==> config.mk <==
export PLATFORM = sky130hd
export DESIGN_NAME = clk_period_meter
export DESIGN_NICKNAME = d
export VERILOG_FILES = /design/src/rtl/clk_period_meter.sv
export SDC_FILE = /design/constraint.sdc
export NUM_CORES = 1
export LEC_CHECK = 0
export ABC_AREA = 0
export BUFFER_PORTS_ARGS = -buffer_cell sky130_fd_sc_hd__buf_2
export CAP_MARGIN = 20
export CORE_UTILIZATION = 35
export CTS_CLUSTER_DIAMETER = 100
export DETAILED_ROUTE_END_ITERATION = 7
export PLACE_DENSITY = 0.53
export SLEW_MARGIN = 0
export SYNTH_ARGS = -nofsm -noshare
export SYNTH_HDL_FRONTEND = slang
export SYNTH_SLANG_ARGS = --single-unit
==> constraint.sdc <==
create_clock -name Clk -period 2.4 [get_ports Clk]
set_input_delay 0.24 -clock Clk [delete_from_list [all_inputs] [get_ports Clk]]
set_output_delay 0.24 -clock Clk [all_outputs]
set_load 0.05 [all_outputs]
==> src/rtl/clk_period_meter.sv <==
// Measures the rising-edge period and high time of a slow asynchronous input in Clk cycles,
// raising a sticky Timeout when the input stops producing rising edges.
module clk_period_meter #(
  parameter int CntWidth   = 26,
  parameter int TimeoutVal = 60000000
) (
  input  logic                Clk,
  input  logic                Rst,
  input  logic                SigIn,
  input  logic                Clear,
  output logic [CntWidth-1:0] Period,
  output logic [CntWidth-1:0] HighTime,
  output logic                Valid,
  output logic                Timeout
);

  localparam logic [CntWidth-1:0] TimeoutLast = CntWidth'(TimeoutVal - 1);
  localparam logic [CntWidth-1:0] CntOne      = CntWidth'(1);

  typedef enum logic {
    Idle,
    Measure
  } stateT;

  stateT               state;
  logic                s1;
  logic                s2;
  logic                s3;
  logic                rise;
  logic [CntWidth-1:0] perCnt;
  logic [CntWidth-1:0] highCnt;

  // s1/s2 resynchronise SigIn; s3 is only the edge-detect history.
  assign rise = s2 & ~s3;

  always_ff @(posedge Clk) begin
    if (!Rst) begin
      state    <= Idle;
      s1       <= 1'b0;
      s2       <= 1'b0;
      s3       <= 1'b0;
      perCnt   <= '0;
      highCnt  <= '0;
      Period   <= '0;
      HighTime <= '0;
      Valid    <= 1'b0;
      Timeout  <= 1'b0;
    end else begin
      s1    <= SigIn;
      s2    <= s1;
      s3    <= s2;
      Valid <= 1'b0;
      if (Clear) begin
        state   <= Idle;
        Timeout <= 1'b0;
        perCnt  <= '0;
        highCnt <= '0;
      end else begin
        case (state)
          Idle: begin
            if (rise) begin
              state   <= Measure;
              perCnt  <= '0;
              highCnt <= CntOne;
            end
          end
          Measure: begin
            // A rise in the timeout cycle still closes the period normally.
            if (rise) begin
              Period   <= perCnt + CntOne;
              HighTime <= highCnt;
              Valid    <= 1'b1;
              perCnt   <= '0;
              highCnt  <= CntOne;
            end else if (perCnt == TimeoutLast) begin
              Timeout <= 1'b1;
              state   <= Idle;
            end else begin
              perCnt <= perCnt + CntOne;
              if (s2) begin
                highCnt <= highCnt + CntOne;
              end
            end
          end
          default: state <= Idle;
        endcase
      end
    end
  end

endmodule
Word level (Yosys, flattened, before mapping)
Cells that the tools add are included.
- register bits after elaboration: 110
- latch bits: 0
- bits in writable memories: 0
- ROM bits: 0
- input bits: 4
- output and inout port bits: 54
- logic and storage cells: 41
- memories: 0
- add/sub/neg operators: 2
- multiply operators: 0
- divide/modulo/power cells: 0
- order comparisons: 0
- equal/unequal tests: 4
- shift-type cells: 0
- multiplexer cells: 13
- bitwise gates (word level): 6
- reductions and logical operators: 6
- operators with widths (operator ; number):
    $mux 26 ; 7
    $pmux 26 s2 ; 2
    $add 26x1->26 const B ; 2
    $eq 26x26->1 const B ; 1
    $reduce_and 3->1 ; 3
    $not 1->1 ; 5
    $mux 1 ; 3
    $ne 3x1->1 const B ; 1
    $ne 3x3->1 const B ; 1
    $reduce_or 3->1 ; 1
    $ne 2x2->1 const B ; 1
    $pmux 1 s2 ; 1
    $reduce_and 2->1 ; 1
    $reduce_or 2->1 ; 1
    $and 1x1->1 ; 1

Depth between registers and ports, before layout
Gate-level depths: netlist of run 1.
- depth after elaboration: 5
- depth in mapped cells: 8
- depth with buffers taken out: 6

Worst setup path before layout of run 1
OpenSTA, ideal clock, no wires.
- path type: reg-to-reg
- start point: register perCnt[0]
- end point: register perCnt[4]
- setup time: 0.122 ns
- arrival: 1.841 ns
- path slack: 0.437 ns
- stages on the path, launching flop included: 8
- clock period less this slack: 1.963 ns
- cell sequence: dfxtp_1 -> ha_1 -> and3_1 -> nand4_2 -> o21ai_2 -> buf_4 -> nor3_1 -> a221o_1
- longest elaborated chain between the ends: 4
- ends and longest elaborated chain (element ; line ; source):
    start: declaration ; 30 ; logic [CntWidth-1:0] perCnt;
    start signal: assignment ; 79 ; perCnt <= perCnt + CntOne;
    $add 26x1->26 ; 79 ;
    $mux 26 ; 75 ; end else if (perCnt == TimeoutLast) begin
    $mux 26 ; 69 ; if (rise) begin
    $pmux 26 s2 ; 59 ; case (state)
Parallel ways exist; a longest one is shown, timed or not. The select of a mux whose other input is x is not followed.
A chain may end at the register's enable or synchronous reset.

Worst setup path in the final report of run 1
- start point: register perCnt[0]
- end point: register perCnt[16]
The elaborated chain is that of the path after synthesis.

==> metrics.cfg, run 1 <==
[job]
maxCapViolations = 0

[sta]
fin_hold_ws_ns = 0.0827
min_period_over_period_pct = 91.5
tns_ns = 0
slew_headroom_pct = 64.5
finalWorstPathRequiredPeriod_ns = 2.20
grt_setup_unrepaired = no
max_freq_mhz = 455
tightest_slew_ns = 0.528
hold_violations = 0
finClkSkew_ns = 0.0128
finalSetupViolations = 0
slew_viol_final = 0

[logic_synthesis]
synthCells = 614
postSynth.asyncResetShare_pct = 0
yosysWarnings = 0
seq_area_frac_synth_pct = 41.5
synth.net_count = 620
ys_types = 69
synth_edf_count = 0
synth-seq-cells = 110
syn-cell-area_mm2 = 0.00531
synth.avg_cell_area_um2 = 8.65
synthFlopType = dfxtp_1

[die]
initial_core_util_pct = 36.1
io_pins = 58
coreArea_mm2 = 0.0147
fp.dieArea_mm2 = 0.0157
die_w_um = 125
die_h_um = 125
rows = 44

[placement]
io_buffers = 57
place.gp.congestion = 0.833
hpwl_um = 9160
dp_cells = 839

[cells_and_area]
final_common_cell = dfxtp_1
final_cell_mix = dfxtp_1 (110), nand2_1 (87), buf_2 (57)
antenna_cells = 0
finalNonFillerCells = 855
layout-drive-gt1-share_pct = 17.4
area_growth_pct = 14.6
final_nets = 672

[clock_network]
clkTransAtPathRegs_ns = 0.07
postCtsSetupBuffers = 0
insertion_delay_ns = 0.37
cts.path.max_buffers = 2
cts_buffers = 9
cts_resized = 0
cts.sinks = 110
cts_hold_buf = 0
root_buffer = clkbuf_16
cts_tree = yes
htree_levels = 3

[critical_path]
r2r-end = perCnt[16]
cp_data_required_time_ns = 2.65
regToRegSetupSlack_ns = 0.20
cp.arrival_ns = 2.45
end_kind = flip-flop
crit_start = perCnt[0]
r2r_start = perCnt[0]
path_class = flip-flop to flip-flop
worstPathMaxFanout = 11
start_kind = flip-flop
reg2regPathDepth = 7
crit_end = perCnt[16]

[global_route]
grt_pass1_wl_um = 21700
antenna_found_initial = 0
grt_pass1_vias = 4287
track_usage_pct = 17.3
overflow = 0
grt_max_degree = 76

[power]
ir_drop_mv = 0.332
leakagePower_nw = 2.38
powerDensity_mw_per_mm2 = 567

[route]
wl_um = 13300
drt_iter0_drc = 327
via_per_inst = 5.46
post_drt_wl_per_cell_um = 15.5
vias = 4672
dr.pass1.iters = 7
ant_nets = 0
drc = 0

[outcome]
status = finished, final reports clean

[hold_path]
hold_path.class = input port to flip-flop

[layer usage]
| metal | share of wire (%) | vias up | global-route usage [%] | wire length [um] |
|---|---|---|---|---|
| li1 | - | 2333 | - | - |
| met1 | 47 | 2226 | 21.8 | 6280 |
| met2 | 47 | 96 | 29.0 | 6230 |
| met3 | 4.2 | 17 | 3.72 | 556 |
| met4 | 1.6 | 0 | 6.38 | 219 |
| met5 | 0 | - | 0 | 0 |
[Yosys cell counts, drive strengths merged (9+ instances only)]
| cell | count | area [um2] |
|---|---|---|
| and2 | 13 | 81.3 |
| buf | 18 | 108 |
| o211ai | 9 | 67.6 |
| inv | 12 | 45.0 |
| nor3 | 17 | 90.1 |
| o21ai | 37 | 193 |
| xnor2 | 14 | 123 |
| a31oi | 18 | 113 |
| nand4 | 13 | 109 |
| dfxtp | 110 | 2200 |
| nand3 | 29 | 158 |
| and3 | 16 | 100 |
| o211a | 9 | 90.1 |
| nand2 | 87 | 327 |
| or3 | 9 | 56.3 |
| xor2 | 9 | 78.8 |
| clkbuf | 24 | 141 |
| a21boi | 30 | 225 |
| a21oi | 25 | 125 |
| nand2b | 9 | 56.3 |
| nor2 | 23 | 86.3 |
[how the worst min path moves through the flow]
stage               startpoint  to  slack [ns]  cells past startpoint
detailed placement          s1  s2        0.42                      1
floorplan                SigIn  s1        0.37                      1
finish                   SigIn  s1        0.08                      2
global route             SigIn  s1        0.09                      2
CTS                      SigIn  s1        0.07                      2
global placement            s1  s2        0.42                      1
[cell type report]
type	count	area, um2
repair buffers	84	500
clock buffers	10	239
flip-flops and latches	110	2200
inverters	12	45.0
clock inverters	6	61.3
well taps	184	230
multi-input cells	449	2810
fillers	1472	8610
[report_power, final]
part / internal [mW] / switching [mW]
sequential: 1.83 / 0.00498
clock: 0.834 / 0.695
combinational: 0.0289 / 0.0599
[metrics by stage]
step	instance area, um2	setup WS, ns	util (%)	total power, mW
2_1_floorplan	5310	0.437	-	1.94
3_3_place_gp	5790	0.322	39.4	1.96
3_5_place_dp	5790	0.219	39.4	1.96
4_1_cts	6090	0.201	41.4	3.49
5_1_grt	6090	0.0646	41.4	3.56
6_report	6090	0.204	41.4	3.45
[worst max-delay path: stages (launching register included)]
cell,delay (ns)
dfxtp_1,0.43
ha_1,0.28
and3_1,0.23
nand4_2,0.25
o21a_1,0.27
buf_4,0.18
and3_1,0.18
a211o_1,0.25
[state kept, by name, indices dropped and copies added, names as in the netlist]
register and count:
perCnt 26, Valid 1, state 1, s3 1, Timeout 1, HighTime 26
s2 1, s1 1, highCnt 26, Period 26
[cells by family (layout without fill, tap and decap cells)]
| family | after synthesis | count (layout) | synth area share (%) |
|---|---|---|---|
| DFF | 110 | 110 | 41.5 |
| adders and majority gates | 2 | 2 | 0.471 |
| AOI/OAI and AO/OA | 170 | 170 | 22.0 |
| xor gates and xnor gates | 23 | 23 | 3.79 |
| muxes | 3 | 3 | 0.565 |
| buffers and inverters | 55 | 112 | 5.70 |
| and+or+nand+nor | 251 | 251 | 26.0 |
Note: power is estimated with default switching activity, not from simulation.
==> run 2, diff against run 1 <==
--- a/config.mk
+++ b/config.mk
@@ -8,10 +8,11 @@
 export ABC_AREA = 0
 export BUFFER_PORTS_ARGS = -buffer_cell sky130_fd_sc_hd__buf_2
 export CAP_MARGIN = 20
+export CORE_MARGIN = 5
 export CORE_UTILIZATION = 35
 export CTS_CLUSTER_DIAMETER = 100
 export DETAILED_ROUTE_END_ITERATION = 7
-export PLACE_DENSITY = 0.53
+export PLACE_DENSITY_LB_ADDON = 0.2
 export SLEW_MARGIN = 0
 export SYNTH_ARGS = -nofsm -noshare
 export SYNTH_HDL_FRONTEND = slang
==> constraint.sdc (replaced) <==
create_clock -name Clk -period 2.4 [get_ports Clk]
set_input_delay 0.48 -clock Clk [delete_from_list [all_inputs] [get_ports Clk]]
set_output_delay 0.48 -clock Clk [all_outputs]
set_load 0.05 [all_outputs]
==> metrics.cfg, run 2 (same netlist as run 1, synthesis figures left out) <==
[cells_and_area]
antenna_cells = 0  ; unchanged
fillerInstances = 1528  ; was 1472
final_common_cell = dfxtp_1  ; unchanged
final_cell_mix = dfxtp_1 (110), nand2_1 (87), buf_2 (57)  ; unchanged
final_nets = 669  ; was 672
area_growth_pct = 14.6  ; about the same
layout-drive-gt1-share_pct = 16.9  ; was 17.4%

[die]
coreArea_mm2 = 0.0150  ; was 0.0147 mm2
die_h_um = 133  ; was 125 um
io_pins = 58  ; unchanged
fp.dieArea_mm2 = 0.0177  ; was 0.0157 mm2
initial_core_util_pct = 35.3  ; was 36.1%
die_w_um = 133  ; was 125 um
rows = 45  ; was 44

[critical_path]
cp.arrival_ns = 2.45  ; about the same
regToRegSetupSlack_ns = 0.21  ; was 0.20 ns
worstPathMaxFanout = 21  ; was 11
cp_data_required_time_ns = 2.65  ; about the same
path_class = flip-flop to flip-flop  ; unchanged
start_kind = flip-flop  ; unchanged
end_kind = flip-flop  ; unchanged

[global_route]
grt_max_degree = 76  ; unchanged
antenna_found_initial = 0  ; unchanged
overflow = 0  ; unchanged
grt_pass1_wl_um = 23100  ; was 21700 um
grt_pass1_vias = 4565  ; was 4287
track_usage_pct = 15.9  ; was 17.3%

[route]
drc = 0  ; unchanged
dr.pass1.iters = 4  ; was 7
post_drt_wl_per_cell_um = 16.3  ; was 15.5 um
wl_um = 13900  ; was 13300 um
drt_iter0_drc = 267  ; was 327
vias = 4712  ; was 4672
ant_nets = 0  ; unchanged
via_per_inst = 5.51  ; was 5.46

[sta]
finalSetupViolations = 0  ; unchanged
hold_violations = 0  ; unchanged
grt_setup_unrepaired = no  ; unchanged
tightest_slew_ns = 0.633  ; was 0.528 ns
finClkSkew_ns = 0.00993  ; was 0.0128 ns
max_freq_mhz = 456  ; was 455 MHz
min_period_over_period_pct = 91.4  ; was 91.5%
finalWorstPathRequiredPeriod_ns = 2.19  ; was 2.20 ns
slew_headroom_pct = 57.8  ; was 64.5%
tns_ns = 0  ; unchanged
slew_viol_final = 0  ; unchanged

[clock_network]
htree_levels = 3  ; unchanged
cts_buffers = 9  ; unchanged
insertion_delay_ns = 0.36  ; was 0.37 ns
cts.sinks = 110  ; unchanged
cts.path.max_buffers = 2  ; unchanged
clkTransAtPathRegs_ns = 0.07  ; about the same
cts_hold_buf = 0  ; unchanged
cts_tree = yes  ; unchanged
root_buffer = clkbuf_16  ; unchanged

[power]
ir_drop_mv = 0.349  ; was 0.332 mV
powerDensity_mw_per_mm2 = 569  ; was 567 mW/mm2
power_mw = 3.46  ; was 3.45 mW
leakagePower_nw = 2.37  ; was 2.38 nW

[placement]
hpwl_um = 9510  ; was 9160 um
place.gp.congestion = 0.819  ; was 0.833
io_buffers = 57  ; unchanged

[job]
maxCapViolations = 0  ; unchanged

[outcome]
status = finished, final reports clean  ; unchanged

[hold_path]
hold_path.class = input port to flip-flop  ; unchanged

[run 2: repair_timing]
action	4_1_cts	5_1_grt
buffers inserted	0	0
setup endpoints to repair	0	8
gates resized for setup	0	1
[run 2: critical path, cell delays in order, from the launching register on]
cell,delay (ns)
dfxtp_1,0.39
ha_1,0.27
and3_1,0.25
nand4_2,0.25
o21a_2,0.43
and3_1,0.24
a211o_1,0.25
[run 2: through the flow]
step / std cells / utilization (%) / hold slack [ns] / worst slack (ns) / instance area, um2
after floorplan: 614 / - / 0.412 / 0.437 / 5310
after global placement: 840 / 38.5 / 0.426 / 0.139 / 5790
after detailed placement: 840 / 38.5 / 0.429 / 0.0557 / 5790
after CTS: 855 / 40.5 / 0.327 / 0.0373 / 6090
after global routing: 855 / 40.5 / 0.340 / 0.0327 / 6090
final: 855 / 40.5 / 0.336 / 0.206 / 6090
[run 2: final timing paths]
kind	from	end	depth (start not counted)
max	perCnt[1]	perCnt[16]	6
min	SigIn	s1	2
max reg2reg	perCnt[1]	perCnt[16]	6
min reg2reg	s1	s2	1
[run 2: area by class of cell]
cell class                 instances  area (um2)  share of cell area [%]
inverter                          12        45.0                   0.740
sequential                       110        2200                    36.2
clock buffer                      12         256                    4.21
tap                              188         235                    3.86
timing repair buffer              81         490                    8.06
clock inverter                     3        43.8                   0.719
multi-input combinational        449        2810                    46.2
[run 2: report_power, final]
group          leakage [nW]  internal [mW]  switching [mW]
clock                 0.149          0.862           0.679
sequential            0.886           1.83         0.00294
combinational          1.33         0.0290          0.0642
total                  2.37           2.72           0.746
[run 2: layer usage]
layer | GRT usage (%) | up-vias | part of all wire, %
met5 | 0 | - | 0
met4 | 5.43 | 0 | 1.8
met3 | 3.63 | 22 | 4.0
met2 | 27.1 | 113 | 49
met1 | 19.8 | 2258 | 45
li1 | - | 2319 | -
